**config.mk**
```make
export PLATFORM = sky130hd
export DESIGN_NAME = imm_ext_stage
export DESIGN_NICKNAME = d
export VERILOG_FILES = /design/src/rtl/imm_ext_stage.sv
export SDC_FILE = /design/constraint.sdc
export NUM_CORES = 1
export LEC_CHECK = 0
export CAP_MARGIN = 40
export CORE_MARGIN = 3
export CORE_UTILIZATION = 50
export CTS_CLUSTER_DIAMETER = 80
export DETAILED_ROUTE_END_ITERATION = 10
export PLACE_DENSITY = 0.77
export REMOVE_ABC_BUFFERS = 1
export SYNTH_ARGS = -nofsm -noshare
export SYNTH_HDL_FRONTEND = slang
export SYNTH_SLANG_ARGS = --single-unit
```
**constraint.sdc**
```tcl
create_clock -name clock -period 17.8 [get_ports clock]
set_clock_uncertainty 0.15 [all_clocks]
set_input_delay 3.56 -clock clock [delete_from_list [all_inputs] [get_ports clock]]
set_output_delay 3.56 -clock clock [all_outputs]
set_load 0.03 [all_outputs]
```
**src/rtl/imm_ext_stage.sv**
```systemverilog
// imm_ext_stage
//   Decodes the immediate field of a RISC-V instruction at the moment a
//   request is accepted. The result travels with its sideband tag through a
//   two-entry elastic buffer: the output register (main) plus one skid entry.
//   in_ready depends only on registered state and reset, never on out_ready.
//
// Ports
//   clock, reset        sole clock; synchronous active-high reset
//   in_valid/in_ready   request handshake
//   in_inst [24:0]      instruction bits [31:7]
//   in_op   [2:0]       immediate format select (111 = illegal)
//   in_tag              sideband, passed through unmodified
//   out_valid/out_ready result handshake
//   out_imm             generated immediate, DATA_WIDTH bits
//   out_tag             tag of the presented result
//   out_err             presented result came from an illegal op
//   ext_count [31:0]    completed output transfers, saturating
module imm_ext_stage #(
    parameter int DATA_WIDTH = 32,
    parameter int TAG_WIDTH  = 32
) (
    input  logic                  clock,
    input  logic                  reset,
    input  logic                  in_valid,
    output logic                  in_ready,
    input  logic [24:0]           in_inst,
    input  logic [2:0]            in_op,
    input  logic [TAG_WIDTH-1:0]  in_tag,
    output logic                  out_valid,
    input  logic                  out_ready,
    output logic [DATA_WIDTH-1:0] out_imm,
    output logic [TAG_WIDTH-1:0]  out_tag,
    output logic                  out_err,
    output logic [31:0]           ext_count
);

    typedef enum logic [1:0] {
        ST_EMPTY = 2'd0,
        ST_ONE   = 2'd1,
        ST_TWO   = 2'd2
    } state_t;

    state_t                r_state;
    state_t                w_state_nxt;
    logic                  w_in_xfer;
    logic                  w_out_xfer;
    logic                  w_ld_main_in;
    logic                  w_ld_main_skid;
    logic                  w_ld_skid;
    logic [DATA_WIDTH-1:0] w_imm;
    logic                  w_err;

    logic [DATA_WIDTH-1:0] r_main_imm;
    logic [TAG_WIDTH-1:0]  r_main_tag;
    logic                  r_main_err;
    logic [DATA_WIDTH-1:0] r_skid_imm;
    logic [TAG_WIDTH-1:0]  r_skid_tag;
    logic                  r_skid_err;
    logic [31:0]           r_ext_count;

    // The argument is indexed [31:7] so bit numbers match the instruction word.
    function automatic logic [DATA_WIDTH-1:0] f_imm(input logic [31:7] i,
                                                     input logic [2:0]  op);
        logic signed [31:0]           v32;
        logic signed [DATA_WIDTH-1:0] ext;
        logic [DATA_WIDTH-1:0]        res;
        v32 = '0;
        case (op)
            3'b000:  v32 = {{20{i[31]}}, i[31:20]};
            3'b001:  v32 = {i[31:12], 12'b0};
            3'b010:  v32 = {{20{i[31]}}, i[31:25], i[11:7]};
            3'b011:  v32 = {{19{i[31]}}, i[31], i[7], i[30:25], i[11:8], 1'b0};
            3'b100:  v32 = {{11{i[31]}}, i[31], i[19:12], i[20], i[30:21], 1'b0};
            default: v32 = '0;
        endcase
        // Size cast of a signed value sign-extends for the 64-bit build.
        ext = DATA_WIDTH'(v32);
        res = ext;
        case (op)
            3'b101: begin
                res      = '0;
                res[4:0] = i[19:15];
            end
            3'b110: begin
                res = '0;
                if (DATA_WIDTH == 64) res[5:0] = i[25:20];
                else                  res[4:0] = i[24:20];
            end
            3'b111:  res = '0;
            default: res = ext;
        endcase
        return res;
    endfunction

    assign w_imm = f_imm(in_inst, in_op);
    assign w_err = (in_op == 3'b111);

    // Handshakes are decoded from state only; reset masks both sides.
    assign in_ready   = !reset && (r_state != ST_TWO);
    assign out_valid  = !reset && (r_state != ST_EMPTY);
    assign w_in_xfer  = in_valid && in_ready;
    assign w_out_xfer = out_valid && out_ready;

    always_ff @(posedge clock) begin
        if (reset) r_state <= ST_EMPTY;
        else       r_state <= w_state_nxt;
    end

    always_comb begin
        w_state_nxt    = r_state;
        w_ld_main_in   = 1'b0;
        w_ld_main_skid = 1'b0;
        w_ld_skid      = 1'b0;
        case (r_state)
            ST_EMPTY: begin
                if (w_in_xfer) begin
                    w_ld_main_in = 1'b1;
                    w_state_nxt  = ST_ONE;
                end
            end
            ST_ONE: begin
                if (w_in_xfer && w_out_xfer) begin
                    w_ld_main_in = 1'b1;
                end else if (w_in_xfer) begin
                    w_ld_skid   = 1'b1;
                    w_state_nxt = ST_TWO;
                end else if (w_out_xfer) begin
                    w_state_nxt = ST_EMPTY;
                end
            end
            ST_TWO: begin
                if (w_out_xfer) begin
                    w_ld_main_skid = 1'b1;
                    w_state_nxt    = ST_ONE;
                end
            end
            default: w_state_nxt = ST_EMPTY;
        endcase
    end

    always_ff @(posedge clock) begin
        if (reset) begin
            r_main_imm <= '0;
            r_main_tag <= '0;
            r_main_err <= 1'b0;
        end else if (w_ld_main_in) begin
            r_main_imm <= w_imm;
            r_main_tag <= in_tag;
            r_main_err <= w_err;
        end else if (w_ld_main_skid) begin
            r_main_imm <= r_skid_imm;
            r_main_tag <= r_skid_tag;
            r_main_err <= r_skid_err;
        end
    end

    // Skid contents are only meaningful in ST_TWO, so they need no reset.
    always_ff @(posedge clock) begin
        if (w_ld_skid) begin
            r_skid_imm <= w_imm;
            r_skid_tag <= in_tag;
            r_skid_err <= w_err;
        end
    end

    always_ff @(posedge clock) begin
        if (reset)                                  r_ext_count <= '0;
        else if (w_out_xfer && (r_ext_count != '1)) r_ext_count <= r_ext_count + 32'd1;
    end

    assign out_imm   = r_main_imm;
    assign out_tag   = r_main_tag;
    assign out_err   = r_main_err;
    assign ext_count = r_ext_count;

endmodule

```
# --- After elaboration in Yosys (flattened, before gate mapping) ---
# Index checks and enable logic that the tools add are counted.
classes:
  add_sub_neg: 1
  eq_ne: 15
  reduce_logical: 12
  muxes: 21
ops:
  columns: ["cell", "count"]
  rows:
  - ["case mux 32 bit (5 select lines)", 1]
  - ["two-way mux 32 bit", 4]
  - ["case mux 32 bit (3 select lines)", 1]
  - ["adder 32 x 1 -> 32 bit (second input constant)", 1]
  - ["inequality test 32 bit (second input constant)", 1]
  - ["== test 3 bit (second input constant)", 4]
  - ["two-way mux 2 bit", 5]
  - ["two-way mux 1 bit", 8]
  - ["inequality test 2 bit (second input constant)", 4]
  - ["== test 3 x 2 -> 1 bit (second input constant)", 2]
  - ["logical AND 1 bit", 6]
  - ["case mux 2 bit (3 select lines)", 1]
  - ["AND reduction 4 bit", 1]
  - ["nonzero test 2 bit", 2]
  - ["== test 3 x 1 -> 1 bit (second input constant)", 1]
  - ["zero test 3 bit", 1]
  - ["inequality test 3 bit (second input constant)", 1]
  - ["== test 2 x 1 -> 1 bit (second input constant)", 1]
  - ["== test 2 bit (second input constant)", 1]
  - ["zero test 2 bit", 1]
  - ["case mux 1 bit (2 select lines)", 1]
  - ["zero test 1 bit", 1]
word_totals:
  ff_bits: 164
  wordCells: 57
  input_bits: 64

# --- Longest topological paths before layout ---
# Gate-level depths: netlist of the first run.
depth:
  ltp_word: 7
  depth_mapped: 8

# --- Worst setup path before layout of the first run ---
# Ideal clock, no wire load.
synth_path:
  path_kind: "input port to flip-flop"
  startpoint: "input port reset"
  endpoint: "register r_skid_err, enable pin"
  required_ps: 17069
  setup_ps: 581
  cell_stages: 3
  path_slack_ps: 8453
  arrival_ps: 8616
  n_path_buf: 2
  path_cell_list: "buf_4 > buf_4 > nor3b_1"
synth_between:
  elab_chain_len: 6
  elab_cells_between_ends: 9
  classes_between: "3 x mux; 6 x reduce/logical"
synth_rtl:
  columns: ["element", "line", "rtl"]
  rows:
  - ["start, declared", "23", "input logic reset,"]
  - ["zero test 1 bit *", "99, 100", null]
  - ["logical AND 1 bit (on tied branches)", "99, 100", null]
  - ["logical AND 1 bit (on tied branches)", "101, 102", null]
  - ["two-way mux 1 bit or logical AND 1 bit (tied branches)", "124, 122", null]
  - ["two-way mux 1 bit *", "122", "if (w_in_xfer && w_out_xfer) begin"]
  - ["two-way mux 1 bit *", "114", "case (r_state)"]
  - ["named net w_ld_skid", "49", "logic w_ld_skid;"]
  - ["end signal, assigned", "162", "r_skid_err <= w_err;"]
  - ["end, declared", "58", "logic r_skid_err;"]
# The timed path passes the listed nets; every way through them passes the cells marked *.
# A chain may end at the register's enable or synchronous reset.

# --- Final worst setup path of the first run ---
layout_path:
  startpoint: "input port reset"
  endpoint: "output port out_valid"
layout_between:
  elab_chain_len: 2
layout_rtl:
  columns: ["element", "line", "rtl"]
  rows:
  - ["zero test 1 bit", "100", "assign out_valid = !reset && (r_state != ST_EMPTY);"]
  - ["logical AND 1 bit", "100", null]
  - ["end, declared", "29", "output logic out_valid,"]
# Every way passes these cells.

==> flow_metrics.tcl, run 1 <==
set metrics [dict create \
    status "finished, final reports clean" \
    worst_slack_ps 9040 \
    initial_core_util_pct 51.9 \
    pwr-share-seq_pct 45.8 \
    worst-r2r-setup-slack_ps 15090 \
    placed_cell_area_um2 8710 \
    die_y_um 124 \
    vdd_drop_max_mv 0.0741 \
    dieArea_um2 15400 \
    cts_root_buf "clkbuf_16" \
    hold_viol 0 \
    cts-resized-gates 0 \
    via_per_inst 5.85 \
    max_cap_viol_count 0 \
    min_path_type "reg2reg" \
    io_buffers 162 \
    synth.distinct_cells 57 \
    endpoint "out_valid" \
    track_usage_pct 23.0 \
    clock-sinks 164 \
    arrival_ps 5050 \
    cts_tree "done" \
    drc_errors 0 \
    syn_area_um2 6980 \
    p_sw_w 0.000208 \
    cts_hold_buf 0 \
    timing.rr.end "out_imm[8]" \
    yosysTopAreaCellShare_pct 28.4 \
    coreArea_um2 13500 \
    async_flop_share_pct 0 \
    cp-end-kind "output port" \
    cts_setup_buffers 0 \
    rsz0062_at_grt "false" \
    worstMarginPinSlew_ps 832 \
    synth-edff-count 65 \
    syn_to_final_growth_pct 33.8 \
    ys_seq_elements 164 \
    grt-ovfl-total 0 \
    wl_per_cell_um 17.9 \
    antenna_cells 0 \
    p_sw_share_pct 23.3 \
    hpwl_mm 11.7 \
    syn_inst 653 \
    crit_path_start "reset" \
    required_ps 14090 \
    synth.avg_cell_area_um2 10.7 \
    clkPwrFrac_pct 43.0 \
    finalWirelength_mm 17.6 \
    worstHoldPathCells 2 \
    io_pins 163 \
    numCtsBuffers 17 \
    grt_pass1_vias 5639 \
    ant_nets 0 \
    startpoint_type "input port" \
    r2r_start "r_state[1]" \
    fin_nets 861 \
    clk_path_buf_depth 2 \
    dr_total_vias 5758 \
    slew_violations 0 \
    rr_worst_depth 7 \
    rows 42 \
    place_congestion 0.852 \
    insertion_delay_ps 410 \
    drtIter0Drc 461 \
    path_class "in2out" \
    setup_viol 0 \
    drt_first_pass_iters 5 \
    relSlewSlack_pct 44.6 \
    p_leak_nw 3.23 \
    crit_fanout 27 \
    synthTopCellsByArea "dfxtp_1 28%, edfxtp_1 28%, mux2i_1 5.6%" \
    antenna_found_initial 0 \
    yosys_warnings 0 \
    fin_hold_ws_ps 309 \
    htreeDepth 4 \
    grt_pass1_wl_mm 27.8 \
    synthFlopType "dfxtp_1" \
    fmax_mhz 114 \
    powerDensity_nw_per_um2 95.7 \
    place_ws_ps 9050 \
    fp.dieW_um 124 \
    yosysTopAreaCell "dfxtp_1" \
    p_comb_share_pct 11.2 \
    grt_max_degree 74 \
    ys_seq_area_share_pct 56.4 \
    power.internal_w 0.000686 \
    design_area_um2 9340 \
    drive_above_1_share_pct 7.29 \
    period_share_pct 49.2 \
    clk_pin_slew_ps 60 \
    setup-tns-final_ps 0 \
    period_needed_ps 8760 \
]
## stage by stage
stage / instances / utilization, % / total power [W]
2_1_floorplan: 607 / - / 0.000466
3_3_place_gp: 951 / 64.5 / 0.000514
3_5_place_dp: 953 / 64.8 / 0.000517
4_1_cts: 985 / 69.4 / 0.000899
5_1_grt: 985 / 69.4 / 0.000924
6_report: 985 / 69.4 / 0.000893
## cell families (layout without fill, tap and decap cells)
logic type | count (synthesis) | after routing | share of synthesized area, %
AND/OR/NAND/NOR | 202 | 202 | 15.6
AO/OA/AOI/OAI | 183 | 183 | 17.9
adder cells (fa/ha/maj) | 1 | 1 | 0.179
XOR/XNOR | 2 | 2 | 0.251
buffers and inverters | 60 | 216 | 3.71
multiplexers | 41 | 41 | 5.97
flip-flops | 164 | 164 | 56.4
## layer usage
metal | up-vias | global-route usage [%] | wire, um
met5 | - | 0 | 0
met4 | 0 | 5.54 | 97
met3 | 10 | 8.95 | 1640
met2 | 229 | 37.6 | 8280
met1 | 2774 | 28.8 | 7620
li1 | 2745 | - | -
## state kept, by name (all words and copies together) (netlist names)
name        count
r_skid_tag     32
out_err         1
out_imm        32
r_skid_imm     32
out_tag        32
r_state         2
r_skid_err      1
ext_count      32
## power groups by stage
| stage | Clock (W) | Combinational (W) | Sequential (W) |
|---|---|---|---|
| 5_1_grt | 0.000406 | 0.000108 | 0.000410 |
| 3_5_place_dp | 0 | 0.0000997 | 0.000417 |
| 6_report | 0.000384 | 0.000100 | 0.000409 |
| 4_1_cts | 0.000390 | 0.000100 | 0.000409 |
| 3_3_place_gp | 0 | 0.0000976 | 0.000417 |
| 2_1_floorplan | 0 | 0.0000312 | 0.000435 |
## worst max-delay path, stage by stage
cell             delay, ps
buf_4                  280
clkinv_1               350
and2_1                 260
clkdlybuf4s50_1        590
## cells in the mapped netlist, types with 9 or more instances
library cell / count
a222oi_1: 9
a22oi_1: 22
nand4_1: 9
a21o_1: 19
nand2_1: 45
inv_1: 13
nand3_1: 17
nor2b_1: 12
mux2i_1: 39
a211oi_1: 43
and2_1: 11
clkbuf_1: 32
or4_1: 9
o31ai_1: 9
or3_1: 12
nor2_1: 52
o21ai_0: 19
a21oi_1: 49
edfxtp_1: 65
dfxtp_1: 99
## placed cells by master (no fill, tap or decap), types with 10 or more instances in the layout
cell type	count
clkdlybuf4s50_1	161
nor2b_1	12
a21oi_1	49
dfxtp_1	99
and2_1	10
a211oi_1	43
nand2_1	45
mux2i_1	39
edfxtp_1	65
inv_1	13
a21o_1	19
nor2_1	51
clkbuf_16	17
nand3_1	16
o21ai_0	19
or3_1	12
a22oi_1	22
## worst min-delay path by stage
| stage | start | end |
|---|---|---|
| global route | out_tag[2] | out_tag[2] |
| detailed placement | out_tag[13] | out_tag[13] |
| CTS | out_tag[13] | out_tag[13] |
| finish | out_imm[23] | out_imm[23] |
| global placement | out_tag[3] | out_tag[3] |
| floorplan | r_skid_imm[5] | out_imm[5] |
## final cells by class
class	instances	area, um^2
fill	1037	4120
sequential	164	3930
multi-input combinational	429	2800
timing repair buffer	170	1700
clock buffer	20	447
tap	176	220
clock inverter	12	176
inverter	14	52.6
No activity file was read; power rests on OpenSTA's default activity.
==> inputs of run 2 (changes only) <==
==> constraint.sdc (replaced) <==
create_clock -name clock -period 8.66 [get_ports clock]
set_clock_uncertainty 0.15 [all_clocks]
set_input_delay 1.732 -clock clock [delete_from_list [all_inputs] [get_ports clock]]
set_output_delay 1.732 -clock clock [all_outputs]
set_load 0.03 [all_outputs]
==> run 2 against run 1 <==
  * Sequential share of layout area is 0.44 points higher
  * Die area stayed put
  * Critical endpoint unchanged
  * Via count is 0.61% lower
  * Wire length is 0.87% lower
  * Register-to-register slack worse by 9100 ps
  * Sequential power is 110% higher
  * Highest routed layer unchanged
  * Worst setup slack worse by 5500 ps
  * Combinational power is 110% higher
  * Count of clock-buffer cells in the layout is 6 higher
  * Non-clock buffer count stayed put
==> flow_metrics.tcl, run 2 (synthesized netlist as in run 1, its figures left out) <==
set metrics [dict create \
    status "finished, final reports clean" \
    fmax_mhz 196 \
    syn_to_final_growth_pct 32.5 \
    p_leak_nw 3.18 \
    crit_fanout 28 \
    io_buffers 162 \
    period_needed_ps 5100 \
    track_usage_pct 23.2 \
    setup_viol 0 \
    drtIter0Drc 574 \
    coreArea_um2 13500 \
    hpwl_mm 11.7 \
    initial_core_util_pct 51.9 \
    rr_worst_depth 5 \
    cts-resized-gates 0 \
    fp.dieW_um 124 \
    finalWirelength_mm 17.5 \
    numCtsBuffers 17 \
    antenna_cells 0 \
    cts_root_buf "clkbuf_16" \
    final_common_cell "clkdlybuf4s50_1" \
    cts_hold_buf 0 \
    fin_nets 861 \
    ant_nets 0 \
    grt_pass1_vias 5470 \
    clk_pin_slew_ps 50 \
    rsz0062_at_grt "false" \
    worstHoldPathCells 2 \
    required_ps 6780 \
    grt-ovfl-total 0 \
    setup-tns-final_ps 0 \
    path_class "in2out" \
    drc_errors 0 \
    powerDensity_nw_per_um2 185 \
    rows 42 \
    clock-sinks 164 \
    period_share_pct 58.9 \
    via_per_inst 5.81 \
    dr_total_vias 5723 \
    wl_per_cell_um 17.8 \
    antenna_found_initial 0 \
    drt_first_pass_iters 8 \
    place_congestion 0.866 \
    grt_max_degree 73 \
    layout_common_cells "161 x clkdlybuf4s50_1, 99 x dfxtp_1, 65 x edfxtp_1, 51 x nor2_1, 49 x a21oi_1" \
    grt_pass1_wl_mm 27.9 \
    clk_path_buf_depth 2 \
    io_pins 163 \
    hold_viol 0 \
    htreeDepth 4 \
    dieArea_um2 15400 \
    cts_setup_buffers 0 \
    cts_tree "done" \
    fin_hold_ws_ps 302 \
    slew_violations 0 \
    arrival_ps 3220 \
    insertion_delay_ps 420 \
    worstMarginPinSlew_ps 827 \
    cp-end-kind "output port" \
    relSlewSlack_pct 44.9 \
    drive_above_1_share_pct 6.80 \
    startpoint_type "input port" \
    vdd_drop_max_mv 0.151 \
    max_cap_viol_count 0 \
    min_path_type "reg2reg" \
    die_y_um 124 \
]
run 2: changes by cell type in the layout (fill, tap and decap cells not counted), moves of 2 or more:
cell,previous run,this run
inv_6,2,0
clkinv_2,2,5
clkinv_4,2,0
bufinv_16,4,0
clkbuf_1,2,7
run 2: layout make-up:
class,count,area (um^2)
clock buffer,26,479
clock inverter,6,32.5
fill,1038,4210
inverter,14,52.6
multi-input combinational,429,2800
sequential,164,3930
tap,176,220
timing repair buffer,170,1720
run 2: power by group:
| part | internal, W | leakage (nW) | switching [W] |
|---|---|---|---|
| clock | 0.000379 | 0.252 | 0.000283 |
| combinational | 0.0000902 | 1.53 | 0.000116 |
| sequential | 0.000829 | 1.40 | 0.0000134 |
run 2: path summary, 6_finish.rpt:
path,from,slack (ps),endpoint
max,reset,3560,out_valid
min,out_tag[8],300,out_tag[8]
max reg2reg,r_state[0],5990,ext_count[7]
min reg2reg,out_tag[8],300,out_tag[8]
run 2: metal layers:
layer / vias to the layer above / routed length (um) / track usage [%]
li1: 2751 / - / -
met1: 2735 / 7450 / 31.3
met2: 220 / 8260 / 35.7
met3: 17 / 1550 / 7.81
met4: 0 / 221 / 6.91
met5: - / 0 / 0
run 2: per-stage QoR:
stage	total power (W)	utilization [%]	cells	worst slack (ps)	area, um^2
2_1_floorplan	0.000958	-	607	1180	6770
3_3_place_gp	0.00106	64.4	950	3570	8670
6_report	0.00171	68.7	985	3560	9240
4_1_cts	0.00172	68.7	985	3570	9240
5_1_grt	0.00177	68.7	985	3480	9240
3_5_place_dp	0.00106	64.9	953	3580	8730
run 2: critical path, cell delays in order:
cell	delay, ps
buf_4	290
clkinv_1	340
and2_1	250
clkdlybuf4s50_1	590
